==> config.mk <==
export PLATFORM = sky130hd
export DESIGN_NAME = regfile_dump
export DESIGN_NICKNAME = d
export VERILOG_FILES = /design/src/rtl/regfile_dump.sv
export SDC_FILE = /design/constraint.sdc
export NUM_CORES = 1
export LEC_CHECK = 0
export ABC_AREA = 1
export CAP_MARGIN = 20
export CORE_ASPECT_RATIO = 2
export CORE_MARGIN = 2
export CORE_UTILIZATION = 41
export DETAILED_ROUTE_END_ITERATION = 8
export PLACE_DENSITY = 0.79
export SLEW_MARGIN = 30
export SYNTH_ARGS = -nofsm -noshare
export SYNTH_HDL_FRONTEND = slang
export SYNTH_SLANG_ARGS = --single-unit
==> constraint.sdc <==
create_clock -name clk -period 1.9 [get_ports clk]
set_input_delay 0.19 -clock clk [delete_from_list [all_inputs] [get_ports clk]]
set_output_delay 0.19 -clock clk [all_outputs]
set_load 0.02 [all_outputs]
==> src/rtl/regfile_dump.sv <==
// regfile_dump: debug readout engine for a register-file read port.
// On a start request it walks register indices 0..NREGS-1. For each index it
// spends one LOAD cycle driving the read address and capturing the read data,
// then presents an (index, value) beat on a valid/ready stream until the
// consumer accepts it. The register file is only read, never written.
//
// Ports:
//   clk        - single clock, rising edge
//   reset      - asynchronous active-low reset
//   start      - dump request, honoured only while idle
//   abort      - cancel an in-progress dump (no done pulse)
//   rf_ra      - register-file read address (registered index)
//   rf_rd      - register-file read data, combinational from rf_ra
//   out_valid  - beat available
//   out_ready  - consumer accepts the beat
//   out_addr   - register index of the beat
//   out_data   - snapshotted register value
//   out_last   - beat carries index NREGS-1
//   busy       - engine active (any state but idle)
//   done       - one-cycle pulse on normal completion
module regfile_dump #(
  parameter int unsigned NREGS = 32,
  parameter int unsigned AW    = 5,
  parameter int unsigned DW    = 32
) (
  input  logic          clk,
  input  logic          reset,
  input  logic          start,
  input  logic          abort,
  output logic [AW-1:0] rf_ra,
  input  logic [DW-1:0] rf_rd,
  output logic          out_valid,
  input  logic          out_ready,
  output logic [AW-1:0] out_addr,
  output logic [DW-1:0] out_data,
  output logic          out_last,
  output logic          busy,
  output logic          done
);

  typedef enum logic [1:0] {
    S_IDLE,
    S_LOAD,
    S_SEND,
    S_DONE
  } state_e;

  localparam logic [AW-1:0] LAST_IDX = AW'(NREGS - 1);

  state_e        state_q, state_d;
  logic [AW-1:0] idx_q, idx_d;
  logic [AW-1:0] out_addr_q, out_addr_d;
  logic [DW-1:0] out_data_q, out_data_d;
  logic          out_last_q, out_last_d;
  logic          handshake;

  assign handshake = out_valid & out_ready;

  // State and datapath registers
  always_ff @(posedge clk or negedge reset) begin
    if (!reset) begin
      state_q    <= S_IDLE;
      idx_q      <= '0;
      out_addr_q <= '0;
      out_data_q <= '0;
      out_last_q <= 1'b0;
    end else begin
      state_q    <= state_d;
      idx_q      <= idx_d;
      out_addr_q <= out_addr_d;
      out_data_q <= out_data_d;
      out_last_q <= out_last_d;
    end
  end

  // Next-state logic; abort outranks both start and the handshake
  always_comb begin
    state_d = state_q;
    unique case (state_q)
      S_IDLE: begin
        if (!abort && start) state_d = S_LOAD;
      end
      S_LOAD: begin
        state_d = abort ? S_IDLE : S_SEND;
      end
      S_SEND: begin
        if (abort)          state_d = S_IDLE;
        else if (handshake) state_d = out_last_q ? S_DONE : S_LOAD;
      end
      S_DONE: begin
        state_d = S_IDLE;
      end
      default: state_d = S_IDLE;
    endcase
  end

  // Index walk and snapshot capture. The beat registers are only loaded at
  // the end of LOAD, so a register write landing on that same edge is not
  // seen and later writes cannot disturb a pending beat.
  always_comb begin
    idx_d      = idx_q;
    out_addr_d = out_addr_q;
    out_data_d = out_data_q;
    out_last_d = out_last_q;
    unique case (state_q)
      S_IDLE: begin
        idx_d = '0;
      end
      S_LOAD: begin
        if (abort) begin
          idx_d = '0;
        end else begin
          out_addr_d = idx_q;
          out_data_d = rf_rd;
          out_last_d = (idx_q == LAST_IDX);
        end
      end
      S_SEND: begin
        if (abort)                        idx_d = '0;
        else if (handshake && !out_last_q) idx_d = idx_q + 1'b1;
      end
      S_DONE: begin
        idx_d = '0;
      end
      default: idx_d = '0;
    endcase
  end

  // Outputs
  always_comb begin
    rf_ra     = idx_q;
    out_valid = (state_q == S_SEND);
    busy      = (state_q != S_IDLE);
    // An abort arriving in the completion cycle suppresses the pulse
    done      = (state_q == S_DONE) && !abort;
    out_addr  = out_addr_q;
    out_data  = out_data_q;
    out_last  = out_last_q;
  end

endmodule

# [Yosys cells after proc, flatten, opt, wreduce, memory -nomap -nowiden]
# Cells that the tools add are included.
[word_totals] ff_bits=45 latch_bits=0 ram_bits=0 mem_bits_ro=0 input_bits=37 out_inout_bits=46 elab_cells=37 memories=0
[op_classes] addsub=1 multipliers=0 div_mod_pow=0 order_cmp=0 eq_ne=8 shift=0 mux=10 n_bitwise=2 reduce_logical=11
[ops] operator="5-bit two-way mux" count=3
[ops] operator="5-bit case mux with 3 select lines" count=1
[ops] operator="2-bit two-way mux" count=5
[ops] operator="2-bit case mux with 4 select lines" count=1
[ops] operator="3-bit by 2-bit inequality test with 1-bit output (second input constant)" count=2
[ops] operator="2-bit AND reduction" count=3
[ops] operator="5-bit by 1-bit adder with 5-bit output (second input constant)" count=1
[ops] operator="5-bit equality test (second input constant)" count=1
[ops] operator="2-bit equality test (second input constant)" count=2
[ops] operator="2-bit inequality test (second input constant)" count=2
[ops] operator="1-bit logical AND" count=3
[ops] operator="2-bit by 1-bit equality test with 1-bit output (second input constant)" count=1
[ops] operator="1-bit zero test" count=2
[ops] operator="2-bit zero test" count=1
[ops] operator="2-bit nonzero test" count=1
[ops] operator="2-bit OR reduction" count=1
[ops] operator="1-bit AND" count=1
[ops] operator="1-bit inverter" count=1

# [Longest topological paths before layout]
[logic_depth] ltp_word=6 mapped_depth=8 mapped_depth_nobuf=8

# [Worst setup path before layout]
# Ideal clock, no wire load.
[synth_path] path_type="reg-to-reg" from="reg idx_q[0], in the netlist rf_ra[0]" to="reg idx_q[4], in the netlist rf_ra[4]" setup_ns=0.117 t_arrival_ns=1.295 required_ns=1.783 path_slack_ns=0.488 path_stages_with_launch=9 n_path_buf=0 period_less_slack_ns=1.412 cell_sequence="dfrtp_1 ha_1 nand2_1 nor2_1 ha_1 nand2_1 nor2_1 nand3_1 nand2_1"
[synth_via] elab_chain_cells=4
[synth_rtl] item="start: declaration" line="51" rtl="logic [AW-1:0] idx_q, idx_d;"
[synth_rtl] item="start signal: assignment" line="69" rtl="idx_q <= idx_d;"
[synth_rtl] item="5-bit by 1-bit adder with 5-bit output" line="120" rtl="else if (handshake && !out_last_q) idx_d = idx_q + 1'b1;"
[synth_rtl] item="5-bit two-way mux" line="120"
[synth_rtl] item="5-bit two-way mux" line="119" rtl="if (abort) idx_d = '0;"
[synth_rtl] item="5-bit case mux with 3 select lines" line="105" rtl="unique case (state_q)"
# Every way passes these cells. The select of a mux whose other input is x is not followed.
# A chain may end at the register's enable or synchronous reset.

# [Final worst setup path]
[layout_path] from="reg state_q[0]" to="out done"
[layout_via] elab_chain_cells=2
[layout_rtl] item="start: declaration" line="50" rtl="state_e state_q, state_d;"
[layout_rtl] item="start signal: assignment" line="68" rtl="state_q <= state_d;"
[layout_rtl] item="2-bit equality test" line="135" rtl="done = (state_q == S_DONE) && !abort;"
[layout_rtl] item="1-bit logical AND" line="135"
[layout_rtl] item="end: declaration" line="38" rtl="output logic done"
# Every way passes these cells.

==> run_results.csv <==
group,metric,value,unit
clock_network,cts_sinks,45,
die,core,4340,um^2
placed_design,gp_congestion,0.823,
layout,final_nets,336,
synth,synth_seq_cells,45,
grt,grt_pass1_wl,6.83,mm
layout,layout_commonest_cell,"clkdlybuf4s50_1",
route,num_vias,1583,
layout,drive_gt1_frac,0.0470,
placed_design,dpl.hpwl,3.15,mm
layout,final_cell_mix,"81 x clkdlybuf4s50_1, 58 x nand2_1, 45 x dfrtp_1",
setup_path,cp-end-kind,"output pin",
layout,fillers,388,
setup_path,cp.required,1.71,ns
setup_path,start_kind,"flip-flop",
layout,stdcell_count,352,
worst_hold_path,holdCritPathClass,"in -> async",
sta,grt_setup_unrepaired,"false",
placed_design,dp.cells,343,
pwr,power_leakage,0.00140,uW
synth,yosys_warnings,0,
clock_network,clk_pin_slew,0.07,ns
clock_network,clockBufferDepth,2,
die,start_util,0.429,
route,firstDrtPassIters,4,
status,outcome,"completed",
pwr,peakVddDrop,690,uV
setup_path,path_max_fanout,5,
pwr,combPwrFrac,0.374,
layout,multi_input_area,526,um^2
layout,regArea,1130,um^2
clock_network,cts-buffers-inserted,5,
clock_network,htree_levels,2,
sta,fmax,570,MHz
layout,area_delta_synth_final,52.5,%
synth,syn_area_per_cell,8.82,um^2
pwr,powerDensity,1040,nW/um^2
sta,finalCriticalPeriod,1.76,ns
pwr,power_frac_seq,0.439,
setup_path,cp.arrival,1.57,ns
synth,synth.distinct_cells,19,
route,antenna_left,0,
route,drt-initial-drc-count,19,
sta,setup_viol,0,
die,fp.dieH,99.3,um
placed_design,portBuffers,82,
layout,utilization,0.654,
sta,clock_skew,0.00515,ns
layout,antenna_cells,0,
grt,grt_pass1_vias,1542,
setup_path,path_class,"reg -> out",
pwr,power_frac_clock,0.188,
clock_network,cts_resized,0,
sta,hold_ws,0.431,ns
pwr,swShare,0.326,
sta,tightest_slew,0.524,ns
synth,syn_inst,211,
synth,ys_seq_area_frac,0.605,
clock_network,cts_tree,"done",
grt,grt-ovfl-total,0,
route,wl,4.10,mm
setup_path,crit-reg2reg-launch,"rf_ra[0]",
pwr,switchingPower,958,uW
route,vias_per_cell,4.50,
job,max_cap_violations,0,
sta,relSlewSlack,0.650,
route,routedWlPerCell,11.6,um
grt,antenna_found_initial,0,
synth,syn-num-nets,250,
sta,final.setup.tns,0,ns
sta,maxSlewViolCount,0,
pwr,p_total,2940,uW
clock_network,ctsRootBufferMaster,"clkbuf_8",
pwr,p_int,1980,uW
synth,synthesis.area,1860,um^2
clock_network,clock_latency,0.29,ns
sta,period_share,0.924,
grt,grt_usage,0.178,
route,post-route-drc-count,0,
setup_path,cp-startpoint,"state_q[0]",
die,die_w,51.6,um
die,core.rowCount,34,
grt,grt_max_degree,36,
die,pin_count,83,
die,dieArea,5130,um^2
sta,hold_viol,0,
## synth_stat cells
master    instances  area share
clkbuf_1          1      0.0020
nand3_1           7       0.019
nand3_2           1      0.0054
o21ai_1          11       0.030
inv_2             1      0.0020
nand4_1           1      0.0034
nor3_1            1      0.0027
buf_6             2       0.012
nand2_1          58        0.12
nor2_2            1      0.0034
dfrtp_1          45        0.61
o21ai_0          26       0.070
nand2_2           1      0.0034
a21oi_1           2      0.0054
buf_2             4       0.011
inv_1            41       0.083
nor2_1            5       0.010
ha_1              2       0.013
clkbuf_2          1      0.0027
## power groups by stage
stage          clock (uW)  sequential [uW]  combinational [uW]
5_1_grt               619             1320                1180
3_3_place_gp            0             1300                1090
6_report              552             1290                1100
3_5_place_dp            0             1310                1110
2_1_floorplan           0             1580                 222
4_1_cts               578             1290                1120
## metrics by stage
step           area [um^2]  worst slack [ns]
6_report              2840             0.145
5_1_grt               2840            0.0703
4_1_cts               2840             0.132
3_5_place_dp          2750             0.252
3_3_place_gp          2750             0.274
2_1_floorplan         1860             0.488
## kinds of logic (layout without fill, tap and decap cells)
group | after synthesis | after routing | synth area share
buffers and inverters | 50 | 137 | 0.112
AOI/OAI and AO/OA | 39 | 39 | 0.105
DFF | 45 | 45 | 0.605
and+or+nand+nor | 75 | 75 | 0.164
adders and majority gates | 2 | 2 | 0.0134
## sequential cells by signal, summed over array words and instances (netlist names)
signal,count
state_q,2
out_addr,5
rf_ra,5
out_last,1
out_data,32
## worst paths after layout
kind                           endpoint  slack [ns]  depth (start not counted)
setup reg to reg               rf_ra[4]        0.47                          8
hold reg to reg            out_data[31]        0.48                          2
hold / removal              out_data[4]        0.43                          2
max in group asynchronous      rf_ra[3]        0.96                          3
min in group clk            out_data[5]        0.43                          3
setup / recovery                   done        0.14                          3
## critical path: stages (launching register included)
cell             delay (ns)
dfrtp_1                0.40
inv_1                  0.12
nor3_1                 0.14
clkdlybuf4s50_1        0.62
## timing repair
action | in CTS | in global routing
buffers inserted | 0 | 0
endpoints found under the hold margin | 21 | 0
hold buffers | 1 | 0
## per-layer routing
metal | wire (um) | part of all wire | vias up | GRT usage
li1 | - | - | 816 | -
met1 | 1510 | 0.37 | 714 | 0.191
met2 | 2290 | 0.56 | 43 | 0.313
met3 | 163 | 0.040 | 10 | 0.0375
met4 | 137 | 0.033 | 0 | 0.0992
met5 | 0 | 0 | - | 0
## layout make-up
type | count | share of cell area
inverters | 42 | 0.0556
multi-input cells | 116 | 0.185
clock buffers | 8 | 0.0282
flip-flops and latches | 45 | 0.397
repair buffers | 87 | 0.310
well taps | 54 | 0.0238
Power figures use the tool's default switching activity.
==> RTL edit 1, RTL diff (config.mk and constraints unchanged) <==
Reset style: synchronous (`reset`), changed in one clocked block. Comments in the files are not updated.
--- a/src/rtl/regfile_dump.sv
+++ b/src/rtl/regfile_dump.sv
@@ -57,7 +57,7 @@
   assign handshake = out_valid & out_ready;
 
   // State and datapath registers
-  always_ff @(posedge clk or negedge reset) begin
+  always_ff @(posedge clk) begin
     if (!reset) begin
       state_q    <= S_IDLE;
       idx_q      <= '0;
Function: differs if reset is asserted again (counterexample within 4 cycles, from zero or initial values and one cycle with reset low); with reset held inactive, the same outputs for 10 cycles.
==> RTL edit 1 against the original RTL <==
Setup slack improved by 0.025 ns; core utilization fell by 2.5 points; final area is 4.8% lower; die area down 3.4%; critical path depth did not move; via count is 7.2% higher; wire length is 1.1% higher; area after synthesis fell by 3.6%; sequential cell count did not move; first-iteration DRC count shrank 21%; critical path type unchanged; critical endpoint is now out_valid.
Power is not compared: it rests on default switching activity, and its combinational part moved more than twofold at a synthesized area within 25%.
==> RTL edit 1: results (changes against the original RTL) <==
** Run status
- Result of the run :: complete, no violations

** Logic synthesis
- The most used flip-flop cell after synthesis is sky130_fd_sc_hd__dfxtp_1.
- Synth top area cells :: sky130_fd_sc_hd__dfxtp_1, sky130_fd_sc_hd__a21oi_1, sky130_fd_sc_hd__inv_1, sky130_fd_sc_hd__o21ai_0, sky130_fd_sc_hd__buf_6
- Mean area per synthesized cell :: 7.899 um^2 (-10%)
- The post-synth net total came to 266 (+6.4%).
- The number of warning messages in the yosys log is 0 (unchanged).
- Most frequent cells after synthesis :: sky130_fd_sc_hd__dfxtp_1, sky130_fd_sc_hd__inv_1, sky130_fd_sc_hd__a21oi_1
- Proportion of synthesized chip area in sequential cells :: 50.24% (-10 points)
- Async set or reset register ratio after synthesis :: 0% (-100 points)

** Global routing
- Number of global-route vias before repair :: 1572 (+1.9%)
- The fraction of met3 tracks used by global routing was 2.923% (-0.83 points).
- The met1 usage was 18.53% (-0.55 points).
- The wire length of the first global-routing pass is 6900 um (+1.0%).
- Total Routing Usage GR :: 18.03% (+0.20 points)
- The global-route met2 utilization came to 32.29% (+1.0 points).
- The pin count of the biggest net entering global routing came to 52 (+44%).

** Finish
- The final cell utilization of the core came to 62.90% (-2.5 points).
- The final net count was 344 (+2.4%).
- The non-filler instance count after layout was 359 (+2.0%).
- Proportion of layout cells with a drive suffix above 1 :: 4.590% (-0.11 points)
- The number of fill cells is 391 (+0.77%).

** Routing
- Wirelength, routed :: 4147 um (+1.1%)
- Length of routed met3 wiring :: 162 um (-0.61%)
- The met2 routed wirelength is 2230 um (-2.7%).
- The routed via count divided by cell count came to 4.727 (+5.1%).
- Initial DRC count :: 15 (-4)
- Sum of routed wire segments on met1 :: 1565 um (+4.0%)

** Placed design
- The cell total after placement came to 352 (+2.6%).
- The half-perimeter wire length of the detailed placement result was 2988 um (-5.2%).
- GP Congestion :: 0.7499 (-8.8%)
- Post-place setup slack :: 0.3417 ns (+0.08975 ns)
- The placed standard-cell area came to 0.002616 mm^2 (-4.8%).

** Worst setup path
- The worst-path maximum fanout was 6 (+1).
- The largest single stage delay on the critical path is 0.63 ns.
- The data arrival time at the worst-slack endpoint was 1.54 ns (-0.03 ns).

** Power
- VDD sags by at most 0.5856 mV.
- In this run the static leakage power is 1.012 nW.

** Timing
- The worst slew slack as a fraction of its limit was 74.37% (+9.3 points).
- Worst setup skew after layout :: 0.003787 ns (-0.001363 ns)

** Clock tree
- Buffer levels on the longest clock path :: 2 (unchanged)
- Number of gates resized after cts :: 0 (unchanged)

** Min path
- The tightest min-delay check is of the flip-flop to flip-flop type.

** Floorplanning
- The die footprint was 0.004950 mm^2 (-3.4%).
## RTL edit 1: power by group
| group | total [W] | switching [W] | internal [W] |
|---|---|---|---|
| sequential | 0.00103 | 0.0000309 | 0.000998 |
| combinational | 0.000394 | 0.000190 | 0.000204 |
| clock | 0.000583 | 0.000295 | 0.000289 |
## RTL edit 1: cell families (layout without fill, tap and decap cells)
| kind of cell | count (synthesis) | after routing | share of synthesized area (%) |
|---|---|---|---|
| compound gates | 82 | 82 | 23.10 |
| buf+inv | 60 | 138 | 15.21 |
| flops | 45 | 45 | 50.24 |
| simple gates | 38 | 38 | 10.05 |
| fa+ha+maj | 2 | 2 | 1.395 |
## RTL edit 1: cell type report
cell class / instances / share of cell area (%)
clock buffer: 7 / 3.194
inverter: 46 / 6.389
multi-input combinational: 122 / 22.92
sequential: 45 / 33.33
tap: 54 / 2.500
timing repair buffer: 85 / 31.67
## RTL edit 1: path summary, 6_finish.rpt
path	end	slack, ns	from
hold / removal	out_data[31]$_SDFFE_PN0P_	0.45	out_data[31]$_SDFFE_PN0P_
hold reg to reg	out_data[31]$_SDFFE_PN0P_	0.45	out_data[31]$_SDFFE_PN0P_
setup reg to reg	rf_ra[4]$_SDFFE_PN0P_	0.41	rf_ra[0]$_SDFFE_PN0P_
setup / recovery	out_valid	0.17	state_q[1]$_SDFFE_PN0P_
## RTL edit 1: tightest hold or removal path, cell delays in order, from the launching register on
cell and delay (ns):
sky130_fd_sc_hd__dfxtp_1 0.31, sky130_fd_sc_hd__inv_1 0.04, sky130_fd_sc_hd__a21oi_1 0.05
==> RTL edit 2, RTL diff (same settings) <==
Made on the original files. The parameter `AW` goes from 5 to 6.
--- a/src/rtl/regfile_dump.sv
+++ b/src/rtl/regfile_dump.sv
@@ -20,7 +20,7 @@
 //   done       - one-cycle pulse on normal completion
 module regfile_dump #(
   parameter int unsigned NREGS = 32,
-  parameter int unsigned AW    = 5,
+  parameter int unsigned AW    = 6,
   parameter int unsigned DW    = 32
 ) (
   input  logic          clk,
Interface: changed (resized out_addr and rf_ra); port bits go from 83 to 85. The function was not compared with the original's and may differ.
==> RTL edit 2 against the original RTL <==
Sequential cell count increased by 2; core utilization decreased by 2.4 points; combinational power decreased by 14%; fmax decreased by 0.97%; setup slack got worse by 0.017 ns; area after synthesis increased by 9.8%; final area increased by 6.9%; power decreased by 4.9%; wire length increased by 21%; worst hold slack got worse by 0.0018 ns; largest power group unchanged; highest routed layer unchanged.
==> RTL edit 2: results (changes against the original RTL) <==
** Power
- The maximum ir drop on the vdd rail came to 0.7163 mV (+3.8%).
- Switching power :: 0.0008756 W (-8.6%)
- The internal power contribution came to 0.001924 W (-3.1%).

** Finish
- The layout sequential cell count came to 47 (+4.4%).
- The area growth from synthesis to layout is 48.59%.
- Count of clock buffers in the final design :: 6 (-2)
- Inverters :: 13 (-69%)
- Count of multi-input gates :: 159 (+37%)
- Proportion of layout cells with a drive suffix above 1 :: 11.67% (+7.0 points)
- Non-Clock Buffer Area Fraction :: 29.77% (-1.3 points)
- The final net count is 355 (+5.7%).

** Worst setup path
- The endpoint identified for the worst register-to-register timing path is rf_ra[5]$_DFFE_PN0P_.
- In this run the worst setup path terminates at out_valid.
- Beginning of the critical path :: state_q[1]$_DFFE_PN0P_
- The startpoint identified for the worst register-to-register timing path is rf_ra[2]$_DFFE_PN0P_.

** Run status
- Result of the run :: complete, no violations

** Global routing
- Maximum number of pins on one net before global-route repair :: 29 (-19%)
- First-pass GRT wire length :: 8328 um (+22%)
- The number of global-route vias before repair came to 1784 (+16%).

** Logic synthesis
- The number of standard cells after synthesis was 227 (+7.6%).
- Synth top area cells :: sky130_fd_sc_hd__dfrtp_1, sky130_fd_sc_hd__nand2_1, sky130_fd_sc_hd__buf_6, sky130_fd_sc_hd__o21ai_1, sky130_fd_sc_hd__inv_1
- Most frequent cells after synthesis :: sky130_fd_sc_hd__nand2_1, sky130_fd_sc_hd__dfrtp_1, sky130_fd_sc_hd__inv_1
- The number of distinct standard cells referenced by the synthesized netlist was 23 (+4).
- Post-synthesis compound-gate area fraction :: 4.105% (-6.4 points)

** Placed design
- The count of input and output buffers came to 84 (+2.4%).
- The placed standard-cell area is 0.002935 mm^2 (+6.8%).
- Placed instance count :: 366 (+6.7%)

** Timing
- The minimum hold slack is 0.4289 ns (-0.001835 ns).
- Time the final worst path needs with I/O delays and setup :: 1.772 ns (+0.01710 ns)

** Routing
- Initial DRC count :: 53 (+34)
- Via density per instance :: 4.754 (+5.7%)
- Routed wirelength normalized by instance count :: 13.22 um (+13%)
RTL edit 2: per-layer routing:
metal / share of wire (%) / GRT usage (%) / up-vias / routed length (um)
met1: 36 / 21.71 / 817 / 1769
met4: 3.6 / 9.341 / 0 / 180
li1: - / - / 884 / -
met3: 4.5 / 3.746 / 14 / 221
met5: 0 / 0 / - / 0
met2: 56 / 34.41 / 63 / 2772
RTL edit 2: critical path, delay by kind of cell (launching register included):
family / cells / cell delay, ns
simple gates: 1 / 0.15
flops: 1 / 0.44
buf+inv: 2 / 0.72
RTL edit 2: what timing repair did:
action | CTS | global route
buffers inserted | 0 | 0
endpoints found under the setup margin | 0 | 1
resized for setup | 0 | 1
hold endpoints to repair | 24 | 0
hold buffers | 1 | 0
RTL edit 2: kinds of logic (layout without fill, tap and decap cells):
| group | after synthesis | count (layout) |
|---|---|---|
| AOI/OAI and AO/OA | 14 | 14 |
| adders and majority gates | 1 | 1 |
| buffers and inverters | 21 | 111 |
| DFF | 47 | 47 |
| and+or+nand+nor | 144 | 144 |
